`src/rtl/data_repack_pkg.sv`:
```
// Shared types and width helpers for the data_repack_gearbox bit-stream repacker.
package data_repack_pkg;

    typedef enum logic [1:0] {
        S_RUN   = 2'd0,
        S_DRAIN = 2'd1,
        S_PAD   = 2'd2
    } state_e;

    localparam int MIN_WIDTH = 1;
    localparam int MAX_WIDTH = 32;

    function automatic int max_w(input int a, input int b);
        return (a > b) ? a : b;
    endfunction

    // Twice the wider side so a full input word always fits behind a partial symbol.
    function automatic int acc_w(input int in_w, input int out_w);
        return 2 * max_w(in_w, out_w);
    endfunction

    function automatic bit width_ok(input int w);
        return (w >= MIN_WIDTH) && (w <= MAX_WIDTH);
    endfunction

endpackage

```
`src/rtl/repack_acc.sv`:
```
// Accumulator datapath: LSB-aligned shift register with fill count; pop shifts out
// OUT_W bits, push inserts IN_W bits just above the bits that remain.
module repack_acc
    import data_repack_pkg::*;
#(
    parameter int IN_W   = 8,
    parameter int OUT_W  = 5,
    parameter int ACC_W  = acc_w(IN_W, OUT_W),
    parameter int FILL_W = $clog2(ACC_W + 1)
) (
    input  logic              clk,
    input  logic              reset_n,
    input  logic              push_i,
    input  logic              pop_i,
    input  logic              clear_i,
    input  logic [IN_W-1:0]   in_data_i,
    output logic [OUT_W-1:0]  out_data_o,
    output logic [FILL_W-1:0] fill_o,
    output logic [FILL_W-1:0] fill_next_o
);

    localparam logic [FILL_W-1:0] IN_FILL  = FILL_W'(IN_W);
    localparam logic [FILL_W-1:0] OUT_FILL = FILL_W'(OUT_W);

    logic [ACC_W-1:0]  acc_q, acc_d;
    logic [FILL_W-1:0] fill_q, fill_d;
    logic [ACC_W-1:0]  ins_word;

    // Bits above fill are kept zero, so OR-insertion is safe and the pad symbol is zero-extended.
    always_comb begin
        ins_word               = '0;
        ins_word[IN_W-1:0]     = in_data_i;
        acc_d                  = pop_i ? (acc_q >> OUT_W) : acc_q;
        fill_d                 = pop_i ? (fill_q - OUT_FILL) : fill_q;
        if (push_i) begin
            acc_d  = acc_d | (ins_word << fill_d);
            fill_d = fill_d + IN_FILL;
        end
        if (clear_i) begin
            acc_d  = '0;
            fill_d = '0;
        end
    end

    always_ff @(posedge clk or negedge reset_n) begin
        if (!reset_n) begin
            acc_q  <= '0;
            fill_q <= '0;
        end else begin
            acc_q  <= acc_d;
            fill_q <= fill_d;
        end
    end

    assign out_data_o  = acc_q[OUT_W-1:0];
    assign fill_o      = fill_q;
    assign fill_next_o = fill_d;

endmodule

```
`src/rtl/data_repack_gearbox.sv`:
```
// IN_W-to-OUT_W LSB-first gearbox with valid/ready on both sides.
// Build option DATA_REPACK_FLUSH_EN enables flush draining with a zero-padded last symbol.
module data_repack_gearbox
    import data_repack_pkg::*;
#(
    parameter int IN_W  = 8,
    parameter int OUT_W = 5
) (
    input  logic                                       clk,
    input  logic                                       reset_n,
    input  logic [IN_W-1:0]                            in_data,
    input  logic                                       in_valid,
    output logic                                       in_ready,
    output logic [OUT_W-1:0]                           out_data,
    output logic                                       out_valid,
    input  logic                                       out_ready,
    input  logic                                       flush,
    output logic                                       out_last,
    output logic [$clog2(acc_w(IN_W, OUT_W)+1)-1:0]    fill
);

    localparam int ACC_W  = acc_w(IN_W, OUT_W);
    localparam int FILL_W = $clog2(ACC_W + 1);
    localparam logic [FILL_W-1:0] IN_LIMIT = FILL_W'(ACC_W - IN_W);
    localparam logic [FILL_W-1:0] OUT_FILL = FILL_W'(OUT_W);

    if (!width_ok(IN_W) || !width_ok(OUT_W)) begin : g_width_check
        $error("data_repack_gearbox: IN_W and OUT_W must lie in 1..32");
    end

    state_e            state_q;
    logic [FILL_W-1:0] fill_q, fill_d;
    logic              push, pop, clear;

    // Handshakes decode only registered state; out_ready never feeds in_ready.
    assign in_ready  = (state_q == S_RUN) && (fill_q <= IN_LIMIT);
    assign out_valid = (state_q == S_PAD) || (fill_q >= OUT_FILL);
    assign push      = in_valid && in_ready;
    assign pop       = out_valid && out_ready;
    assign clear     = pop && (state_q == S_PAD);
    assign fill      = fill_q;

    repack_acc #(
        .IN_W   (IN_W),
        .OUT_W  (OUT_W),
        .ACC_W  (ACC_W),
        .FILL_W (FILL_W)
    ) u_acc (
        .clk         (clk),
        .reset_n     (reset_n),
        .push_i      (push),
        .pop_i       (pop),
        .clear_i     (clear),
        .in_data_i   (in_data),
        .out_data_o  (out_data),
        .fill_o      (fill_q),
        .fill_next_o (fill_d)
    );

`ifdef DATA_REPACK_FLUSH_EN
    // Flush decisions use the post-push/pop fill so a same-cycle push is covered.
    always_ff @(posedge clk or negedge reset_n) begin
        if (!reset_n) begin
            state_q <= S_RUN;
        end else begin
            case (state_q)
                S_RUN: begin
                    if (flush && (fill_d != '0))
                        state_q <= (fill_d >= OUT_FILL) ? S_DRAIN : S_PAD;
                end
                S_DRAIN: begin
                    if (pop) begin
                        if (fill_d == '0)
                            state_q <= S_RUN;
                        else if (fill_d < OUT_FILL)
                            state_q <= S_PAD;
                    end
                end
                S_PAD: begin
                    if (pop)
                        state_q <= S_RUN;
                end
                default: state_q <= S_RUN;
            endcase
        end
    end

    assign out_last = (state_q == S_PAD) || ((state_q == S_DRAIN) && (fill_q == OUT_FILL));
`else
    logic unused_flush_path;

    assign state_q           = S_RUN;
    assign out_last          = 1'b0;
    assign unused_flush_path = &{1'b0, flush, fill_d};
`endif

endmodule

```
`config.mk`:
```
export PLATFORM = sky130hd
export DESIGN_NAME = data_repack_gearbox
export DESIGN_NICKNAME = d
export VERILOG_FILES = /design/src/rtl/data_repack_pkg.sv /design/src/rtl/repack_acc.sv /design/src/rtl/data_repack_gearbox.sv
export SDC_FILE = /design/constraint.sdc
export NUM_CORES = 1
export LEC_CHECK = 0
export ABC_AREA = 1
export BUFFER_PORTS_ARGS = -buffer_cell sky130_fd_sc_hd__buf_2
export CAP_MARGIN = 40
export CORE_ASPECT_RATIO = 0.5
export CORE_MARGIN = 5
export CORE_UTILIZATION = 40
export DETAILED_ROUTE_END_ITERATION = 8
export HOLD_SLACK_MARGIN = 0.12
export SLEW_MARGIN = 20
export SYNTH_ARGS = -nofsm -noshare
export SYNTH_HDL_FRONTEND = slang
export SYNTH_SLANG_ARGS = --single-unit
```
`constraint.sdc`:
```
create_clock -name clk -period 2.8 [get_ports clk]
set_input_delay 0.28 -clock clk [delete_from_list [all_inputs] [get_ports clk]]
set_output_delay 0.28 -clock clk [all_outputs]
set_load 0.02 [all_outputs]
```
======== Word level (Yosys, flattened, before mapping) ========
Cells that the tools add are included.
Widths: inputs -> output; s select.
word-level totals
  register bits after elaboration ......... 21
  bits of input ports ..................... 13
  output and inout bits ................... 13
  logic and storage cells ................. 14
cells by class
  add/sub/neg operators ................... 2
  $lt $le $gt $ge ......................... 2
  shift operators ......................... 1
  mux-type cells .......................... 4
  bitwise gates (word level) .............. 1
  reductions and logical operators ........ 2
operator list
  kind                 number
  $mux 16              2
  $or 16x16->16        1
  $shl 8x5->16         1
  $mux 5               2
  $add 5x4->5 const B  1
  $ge 5x3->1 const B   1
  $le 5x4->1 const B   1
  $sub 5x3->5 const B  1
  $logic_and 1x1->1    2

======== Depth between registers and ports, before layout ========
Gate-level depths: netlist of run 1.
  depth after elaboration ................. 6
  mapped depth ............................ 17
  mapped depth without buffers ............ 17

======== Hierarchy ========
A second synthesis of run 1 with hierarchy kept.
second synthesis, totals
  cell total of the unflattened synthesis .. 247
  area, all modules ....................... 1655.3 um2
modules (own cells, without submodules)
  module               instances  cells each  area an instance (um2)  sequential area each (um2)
  repack_acc           1          234         1590.3                  525.5
  data_repack_gearbox  1          13          65.1                    0.0

======== Worst setup path after synthesis of run 1 ========
Ideal clock, no wire load.
  path kind ............................... register -> register
  start point ............................. register u_acc.fill_q[1] (netlist: u_acc.fill_o[1])
  end point ............................... register u_acc.acc_q[10]
  setup time .............................. 0.121 ns
  data arrival time ....................... 1.902 ns
  data required time ...................... 2.679 ns
  setup slack ............................. 0.778 ns
  cell stages (with the launch flop) ...... 17
  period minus slack after synthesis ...... 2.022 ns
  cells stage by stage .................... dfrtp_1 inv_1 ha_1 nand2_1 nand2_1 inv_2 nand2_4 nand2_8 inv_4 buf_6 o21ai_2 nand2_4 buf_6 a21oi_2 nand2_1 nand3_1 nand2_1
between the ends
  word-level cells in the longest chain between the ends .. 6
ends and longest elaborated chain
  item                      line                       source
  start: declaration        repack_acc.sv:26           logic [FILL_W-1:0] fill_q, fill_d;
  start signal: assignment  repack_acc.sv:51           fill_q <= fill_d;
  $ge 5x3->1 (*)            data_repack_gearbox.sv:37  assign out_valid = (state_q == S_PAD) || (fill_q >= OUT_FILL);
  net out_valid             data_repack_gearbox.sv:15  output logic out_valid,
  $logic_and 1x1->1 (*)     data_repack_gearbox.sv:39  assign pop = out_valid && out_ready;
  $mux 5                    repack_acc.sv:34           fill_d = pop_i ? (fill_q - OUT_FILL) : fill_q;
  $shl 8x5->16              repack_acc.sv:36           acc_d = acc_d | (ins_word << fill_d);
  $or 16x16->16             repack_acc.sv:36
  $mux 16 (*)               repack_acc.sv:35           if (push_i) begin
  net u_acc.acc_d[10]       repack_acc.sv:25           logic [ACC_W-1:0] acc_q, acc_d;
  end signal: assignment    repack_acc.sv:47           acc_q <= '0;
  end signal: assignment    repack_acc.sv:50           acc_q <= acc_d;
  end: declaration          repack_acc.sv:25
Mark *: on every way through the listed nets, which the timed path passes. The rest lies on a longest branch.

======== Final worst setup path of run 1 ========
  start point ............................. register u_acc.fill_q[1] (netlist: u_acc.fill_o[1])
  end point ............................... register u_acc.acc_q[10]
between the ends
  word-level cells in the longest chain between the ends .. 6
ends and longest elaborated chain
  item                 line
  $ge 5x3->1           data_repack_gearbox.sv:37
  $logic_and 1x1->1    data_repack_gearbox.sv:39
  $mux 5               repack_acc.sv:34
  $shl 8x5->16         repack_acc.sv:36
  $or 16x16->16        repack_acc.sv:36
  $mux 16 (*)          repack_acc.sv:35
  net u_acc.acc_d[10]  repack_acc.sv:25
Marked as above.

==> key figures, run 1 <==
Run status
  • Result of the run: complete, no violations

Flow run
  • Maximum Capacitance Violations: 0

Critical path
  • Worst Path Arrival: 2.34 ns
  • Peak per-stage delay on the critical path: 0.43 ns
  • Critical-path cell list: inv_1 -> ha_1 -> nand2_1 -> nand2_1 -> inv_2 -> nand2_4 -> nand2_8 -> nand2_1 -> nand2_1 -> nand3_1 -> nand3_1 -> nand2_1 -> nand3_1 -> nand2_1
  • CP endpoint kind: flop
  • Most frequent CP cell: sky130_fd_sc_hd__nand2_1
  • Critical-path top delay cell: sky130_fd_sc_hd__dfrtp_1
  • Setup crit start kind: flop
  • Peak fanout along the critical path: 26
  • Kind of critical path: reg -> reg
  • Register-to-register path setup slack: 0.62 ns
  • Worst EP required: 2.96 ns

CTS
  • Longest Clk Path Bufs: 2
  • Num CTS Buffers: 3
  • Number of cells upsized or downsized after cts: 0
  • Number of buffers added for setup after CTS: 0
  • Clock tree sinks: 21
  • Post-CTS Hold Fix Bufs: 1
  • Total number of H-tree levels: 1
  • TritonCTS clock tree: built
  • Worst-path clk slew: 0.08 ns
  • Worst-skew pair later-pin latency: 0.26 ns
  • Root Buffer Master: sky130_fd_sc_hd__clkbuf_8

Yosys
  • Synthesized area: 0.00158 mm^2
  • Syn_nets: 242
  • Dominant combinational cell family by area after synthesis: simple AND/OR/NAND/NOR gates
  • Number of distinct library cells after synthesis: 29
  • Ys async rst share: 1.00
  • Synth Flop Type: sky130_fd_sc_hd__dfrtp_1
  • Mean instance size in the synthesized netlist: 6.97 um^2
  • Number of synthesized flops with an enable pin: 0
  • Synth warn: 0
  • Top area cells in the synthesized netlist: sky130_fd_sc_hd__dfrtp_1 (33%), sky130_fd_sc_hd__nand2_1 (20%), sky130_fd_sc_hd__nand3_1 (15%)
  • Post-synthesis adder-cell area fraction: 0.0238
  • Gate count of the mapped netlist: 226
  • Most instantiated cells after synthesis: sky130_fd_sc_hd__nand2_1 (84), sky130_fd_sc_hd__nand3_1 (48), sky130_fd_sc_hd__dfrtp_1 (21), sky130_fd_sc_hd__inv_1 (15), sky130_fd_sc_hd__buf_4 (6)
  • Post-Synth XOR/XNOR Area: 0.0111
  • Top cell type by total area after synthesis: sky130_fd_sc_hd__dfrtp_1
  • Library cell with the highest instance count after synthesis: sky130_fd_sc_hd__nand2_1
  • Simple-Gate Fraction of Synth Area: 0.436
  • Post-synth top area share: 0.334
  • Seq cells post-synth: 21
  • Multiplexer fraction of the synthesized cell area: 0.0127
  • Compound-Gate Fraction of Synth Area: 0.0731
  • Sequential share of the synthesized area: 0.334

Floorplan
  • Number of standard-cell rows in the floorplan: 16
  • Number of primary I/O pins: 26
  • Core Region: 0.00384 mm^2
  • X dimension of the die: 98.8 um
  • Floorplan die area: 0.00537 mm^2
  • Initial cell density of the core: 0.410
  • Height of the chip: 54.4 um

Pwr
  • Total power divided by cell area: 1210 mW/mm^2
  • Share of total power in combinational logic: 0.652
  • Clock network fraction of total power: 0.098
  • Sw Share: 0.543
  • Worst supply voltage drop on vdd: 0.000619 V
  • Switching component of the power: 0.00114 W
  • Internal power of the cells: 0.000954 W
  • Part of the total power dissipated in sequential elements: 0.250
  • Static power due to leakage: 0.959 nW

Placement
  • Count of buffers inserted at the top-level ports: 23
  • Standard cell area after detailed placement: 0.00167 mm^2
  • Placer Congestion: 0.858
  • Placement Setup Slack: 0.642 ns
  • Post-DP HPWL: 2910 um

Route
  • Total via count after detailed routing: 1,485
  • Length of routed wiring on met1: 1880 um
  • Top Metal Used: met4
  • Number of remaining DRC errors: 0
  • Length of routed met2 wiring: 1600 um
  • Violation count after the first detailed-route iteration: 119
  • Per-cell routed wire length: 12.5 um
  • Number of detailed-route iterations in the first pass: 4
  • Wire length on met3: 163 um
  • Remaining antenna violation count: 0
  • Per-cell via count in the routed design: 5.00
  • Final wirelength: 3700 um

Cells and area
  • Net count of the finished layout: 260
  • Final instance area: 0.00173 mm^2
  • Share of cells above drive strength 1: 0.202
  • Antenna fix cells: 0
  • Area added between synthesis and finish: 9.61%

Global routing
  • GRT overflow: 0
  • Total global-route track usage: 0.160
  • Number of global-route vias before repair: 1,398
  • Number of antenna violations at the first check in global routing: 0
  • First-pass GRT wire length: 6690 um
  • Pin count of the biggest net entering global routing: 27

Timing
  • Hold WS: 0.384 ns
  • Final Hold Vio Count: 0
  • Setup clock skew after layout: 0.00260 ns
  • Max Clk Rate: 0.459 GHz
  • Setup slack of the critical path after layout: 0.620 ns
  • Final Critical Period: 2.18 ns
  • Number of failing setup endpoints in the final timing report: 0
  • Pins over their slew limit: 0
  • Total Negative Setup Slacks: 0 ns
  • Unrepaired setup endpoints after global routing: no
  • Period utilisation layout: 0.779

Worst hold path
  • Hold crit path type: in -> reg
critical path, delay by kind of cell, from the launching register on:
kind                     cells  cell delay [ns]
flip-flops                   1             0.43
buffers and inverters        2             0.18
AND/OR/NAND/NOR             11             1.28
adder cells (fa/ha/maj)      1             0.19
flip-flops by register name, indices dropped and copies added, names as in the netlist:
name and count:
u_acc.acc_q 16, u_acc.fill_o 5
worst paths after layout:
kind                       cells after the start            start               to
min in group asynchronous                      2          reset_n  u_acc.fill_o[3]
hold reg to reg                                2  u_acc.acc_q[15]  u_acc.acc_q[15]
hold / removal                                 4         in_valid  u_acc.fill_o[3]
setup reg to reg                              14  u_acc.fill_o[1]  u_acc.acc_q[10]
setup / recovery                              14  u_acc.fill_o[1]  u_acc.acc_q[10]
max in group asynchronous                      2          reset_n   u_acc.acc_q[5]
metal layers:
| metal | vias up | track usage |
|---|---|---|
| met5 | - | 0 |
| met4 | 0 | 0.0544 |
| met3 | 5 | 0.0305 |
| met2 | 35 | 0.254 |
| met1 | 684 | 0.222 |
| li1 | 761 | - |
placed cells by master (no fill, tap or decap), drive strengths merged, types with 3 or more instances in the layout:
master	Yosys	final
nand2	93	93
nand3	49	49
buf	10	23
dfrtp	21	21
inv	21	21
nor2	7	7
o21ai	7	7
a21oi	4	4
o211ai	3	3
ha	3	3
clkbuf	1	3
kinds of logic after synthesis:
logic type      count (synthesis)
fa+ha+maj                       3
other cells                     1
mux                             2
flops                          21
buf+inv                        32
xor+xnor                        2
compound gates                 16
simple gates                  149
through the flow:
stage / util / instances / power (W)
after floorplan: - / 226 / 0.00166
after global placement: 0.435 / 292 / 0.00188
after detailed placement: 0.435 / 292 / 0.00189
after CTS: 0.449 / 297 / 0.00211
after global routing: 0.449 / 297 / 0.00233
final: 0.449 / 297 / 0.00209
power by group through the flow:
stage          Clock (W)  Combinational (W)  Sequential [W]
2_1_floorplan          0            0.00110        0.000554
3_3_place_gp           0            0.00135        0.000527
3_5_place_dp           0            0.00136        0.000526
4_1_cts         0.000212            0.00137        0.000524
5_1_grt         0.000228            0.00156        0.000546
6_report        0.000205            0.00136        0.000522
final cells by class:
class	count	area [um^2]
sequential	21	526
clock buffer	3	41.3
tap	54	67.6
multi-input combinational	173	881
inverter	21	81.3
clock inverter	1	5.00
timing repair buffer	24	125
fill	424	2120
Note: power is estimated with default switching activity, not from simulation.
==> inputs of run 2 (changes only) <==
Clock period 2.8 ns to 1.9 ns, I/O delays scaled along.
==> run 2 against run 1 <==
Effect of this change:
- the run now ends with setup timing left
- die area did not move
- largest power group unchanged
- critical endpoint is now u_acc.acc_q[6]
- critical path type unchanged
- critical path depth is the same
- clock skew increased by 0.0080 ns
- routed wire length rose by 24%
- highest routed layer unchanged
==> key figures, run 2 (synthesis results as in run 1) <==
Critical path
  • Peak fanout along the critical path: 6 (-77%)
  • Worst Path Arrival: 2.07 ns (-0.27 ns)
  • Critical Path Source: u_acc.fill_o[0]
  • Count of cells along the worst register-to-register path: 14 (unchanged)
  • CP endpoint kind: flop
  • Register-to-register path setup slack: -0.03 ns (-0.65 ns)
  • Kind of critical path: reg -> reg
  • Capture point of the worst reg-to-reg path: u_acc.acc_q[6]
  • Setup crit start kind: flop
  • R2R Path Start: u_acc.fill_o[0]
  • Worst EP required: 2.05 ns (-0.91 ns)
  • Worst setup endpoint: u_acc.acc_q[6]

Flow run
  • Maximum Capacitance Violations: 0 (unchanged)

Floorplan
  • Number of primary I/O pins: 26 (unchanged)
  • X dimension of the die: 98.8 um (unchanged)
  • Core Region: 0.00384 mm^2 (unchanged)
  • Number of standard-cell rows in the floorplan: 16 (unchanged)
  • Initial cell density of the core: 0.410 (unchanged)
  • Height of the chip: 54.4 um (unchanged)
  • Floorplan die area: 0.00537 mm^2 (unchanged)

Global routing
  • GRT overflow: 0 (unchanged)
  • Total global-route track usage: 0.152 (-0.00769)
  • Number of global-route vias before repair: 1,382 (-1.1%)
  • Pin count of the biggest net entering global routing: 22 (-19%)
  • First-pass GRT wire length: 6490 um (-3.0%)
  • Number of antenna violations at the first check in global routing: 0 (unchanged)

Timing
  • Pins over their slew limit: 0 (unchanged)
  • Setup slack of the critical path after layout: -0.0269 ns (-0.646 ns)
  • Setup clock skew after layout: 0.0106 ns (+0.00802 ns)
  • Max Clk Rate: 0.519 GHz (+13%)
  • Final Critical Period: 1.93 ns (-0.254 ns)
  • Unrepaired setup endpoints after global routing: yes
  • Period utilisation layout: 1.01 (+0.235)
  • Hold WS: 0.291 ns (-0.0931 ns)
  • Number of failing setup endpoints in the final timing report: 5 (+5)
  • Final Hold Vio Count: 0 (unchanged)

Route
  • Number of detailed-route iterations in the first pass: 4 (unchanged)
  • Number of remaining DRC errors: 0 (unchanged)
  • Total via count after detailed routing: 1,651 (+11%)
  • Per-cell via count in the routed design: 5.05 (+0.98%)
  • Violation count after the first detailed-route iteration: 102 (-14%)
  • Final wirelength: 4600 um (+24%)
  • Remaining antenna violation count: 0 (unchanged)
  • Per-cell routed wire length: 14.1 um (+13%)

Pwr
  • Total power divided by cell area: 1890 mW/mm^2 (+56%)
  • Static power due to leakage: 1.20 nW (+25%)
  • Worst supply voltage drop on vdd: 0.00127 V (+110%)

Cells and area
  • Area added between synthesis and finish: 46.6%
  • Final instance area: 0.00231 mm^2 (+34%)
  • Finished Core Util: 0.601 (+0.152)
  • FILL cells: 363 (-14%)
  • Most flop-heavy register: u_acc.acc_q
  • Leading cell type in the layout, fill and taps excluded: sky130_fd_sc_hd__nand2_1
  • Net count of the finished layout: 290 (+12%)
  • Commonest cells after routing, fill and taps aside: sky130_fd_sc_hd__nand2_1 (64), sky130_fd_sc_hd__nand3_2 (25), sky130_fd_sc_hd__nand3_1 (23), sky130_fd_sc_hd__buf_2 (23), sky130_fd_sc_hd__nand2_2 (20)
  • Antenna fix cells: 0 (unchanged)
  • Share of cells above drive strength 1: 0.516 (+0.315)
  • Largest register FFs: 16 (unchanged)

CTS
  • Total number of H-tree levels: 1 (unchanged)
  • Longest Clk Path Bufs: 2 (unchanged)
  • Worst-path clk slew: 0.09 ns (about the same)
  • Num CTS Buffers: 3 (unchanged)
  • Root Buffer Master: sky130_fd_sc_hd__clkbuf_8
  • TritonCTS clock tree: built
  • Clock tree sinks: 21 (unchanged)
  • Worst-skew pair later-pin latency: 0.27 ns (about the same)

Placement
  • Count of buffers inserted at the top-level ports: 23 (unchanged)
  • Post-DP HPWL: 2960 um (+1.9%)
  • Standard cell area after detailed placement: 0.00179 mm^2 (+7.1%)
  • Placer Congestion: 0.850 (-1.0%)
  • Placement Setup Slack: -0.0576 ns (-0.700 ns)

Run status
  • Violations in the final reports: setup timing
  • Result of the run: complete, but fails checks

Worst hold path
  • Hold crit path type: in -> reg
## run 2: changes by cell type in the layout (fill, tap and decap cells not counted), moves of 7 or more
cell                      before  now
sky130_fd_sc_hd__buf_6         0    7
sky130_fd_sc_hd__nand3_1      48   23
sky130_fd_sc_hd__nand2_2       5   20
sky130_fd_sc_hd__buf_4         0   19
sky130_fd_sc_hd__nand2_1      84   64
sky130_fd_sc_hd__nand3_2       1   25
## run 2: worst min-delay path by stage
stage	to	startpoint	depth (start not counted)
6_report	u_acc.fill_o[3]	in_valid	4
3_3_place_gp	u_acc.fill_o[3]	reset_n	1
3_5_place_dp	u_acc.fill_o[3]	reset_n	1
2_1_floorplan	u_acc.acc_q[0]	reset_n	0
4_1_cts	u_acc.fill_o[3]	in_valid	4
5_1_grt	u_acc.fill_o[3]	in_valid	4
## run 2: worst max-delay path, cell delays in order, from the launching register on
cell and delay, ns:
sky130_fd_sc_hd__dfrtp_2 0.47, sky130_fd_sc_hd__ha_4 0.18, sky130_fd_sc_hd__nand2_2 0.06, sky130_fd_sc_hd__nand2_2 0.07, sky130_fd_sc_hd__inv_4 0.08, sky130_fd_sc_hd__nand2_8 0.08, sky130_fd_sc_hd__nand2_8 0.13, sky130_fd_sc_hd__buf_6 0.13
sky130_fd_sc_hd__nand2_8 0.06, sky130_fd_sc_hd__o21ai_4 0.12, sky130_fd_sc_hd__nand2_1 0.14, sky130_fd_sc_hd__nand2_1 0.10, sky130_fd_sc_hd__nand2_1 0.06, sky130_fd_sc_hd__nand3_1 0.08, sky130_fd_sc_hd__nand3_1 0.06
## run 2: timing repair
item / in CTS / in global routing
pin swaps: 0 / 27
gates cloned: 0 / 4
endpoints found under the hold margin: 21 / 0
gates resized for setup: 6 / 82
setup buffers: 1 / 10
hold buffers: 1 / 0
endpoints found under the setup margin: 7 / 16
## run 2: per-stage QoR
stage | setup TNS (ns) | power (W) | instances
final | -0.0825 | 0.00436 | 327
after global routing | -1.32 | 0.00469 | 327
after CTS | -0.00161 | 0.00337 | 313
after detailed placement | -0.0995 | 0.00301 | 307
after global placement | -0.0394 | 0.00299 | 307
after floorplan | 0 | 0.00246 | 226
## run 2: metal layers
layer,wire (um),share of wire,global-route usage,up-vias
li1,-,-,-,825
met1,2160,0.47,0.207,775
met2,2200,0.48,0.260,44
met3,215,0.047,0.0293,7
met4,28,0.0061,0.0272,0
met5,0,0,0,-
## run 2: power breakdown
group / total (W) / leakage [nW] / switching, W / internal (W)
logic: 0.00329 / 0.898 / 0.00204 / 0.00125
registers: 0.000770 / 0.272 / 0.000136 / 0.000634
clock network: 0.000302 / 0.0255 / 0.000156 / 0.000146
## run 2: cell type report
class	count	area, um^2	area share
Clock buffer	3	41.3	0.0179
Clock inverter	1	5.00	0.00217
Inverter	21	98.8	0.0428
Multi-Input combinational cell	177	1220	0.529
Sequential cell	21	528	0.229
Tap cell	54	67.6	0.0293
Timing Repair Buffer	50	347	0.150
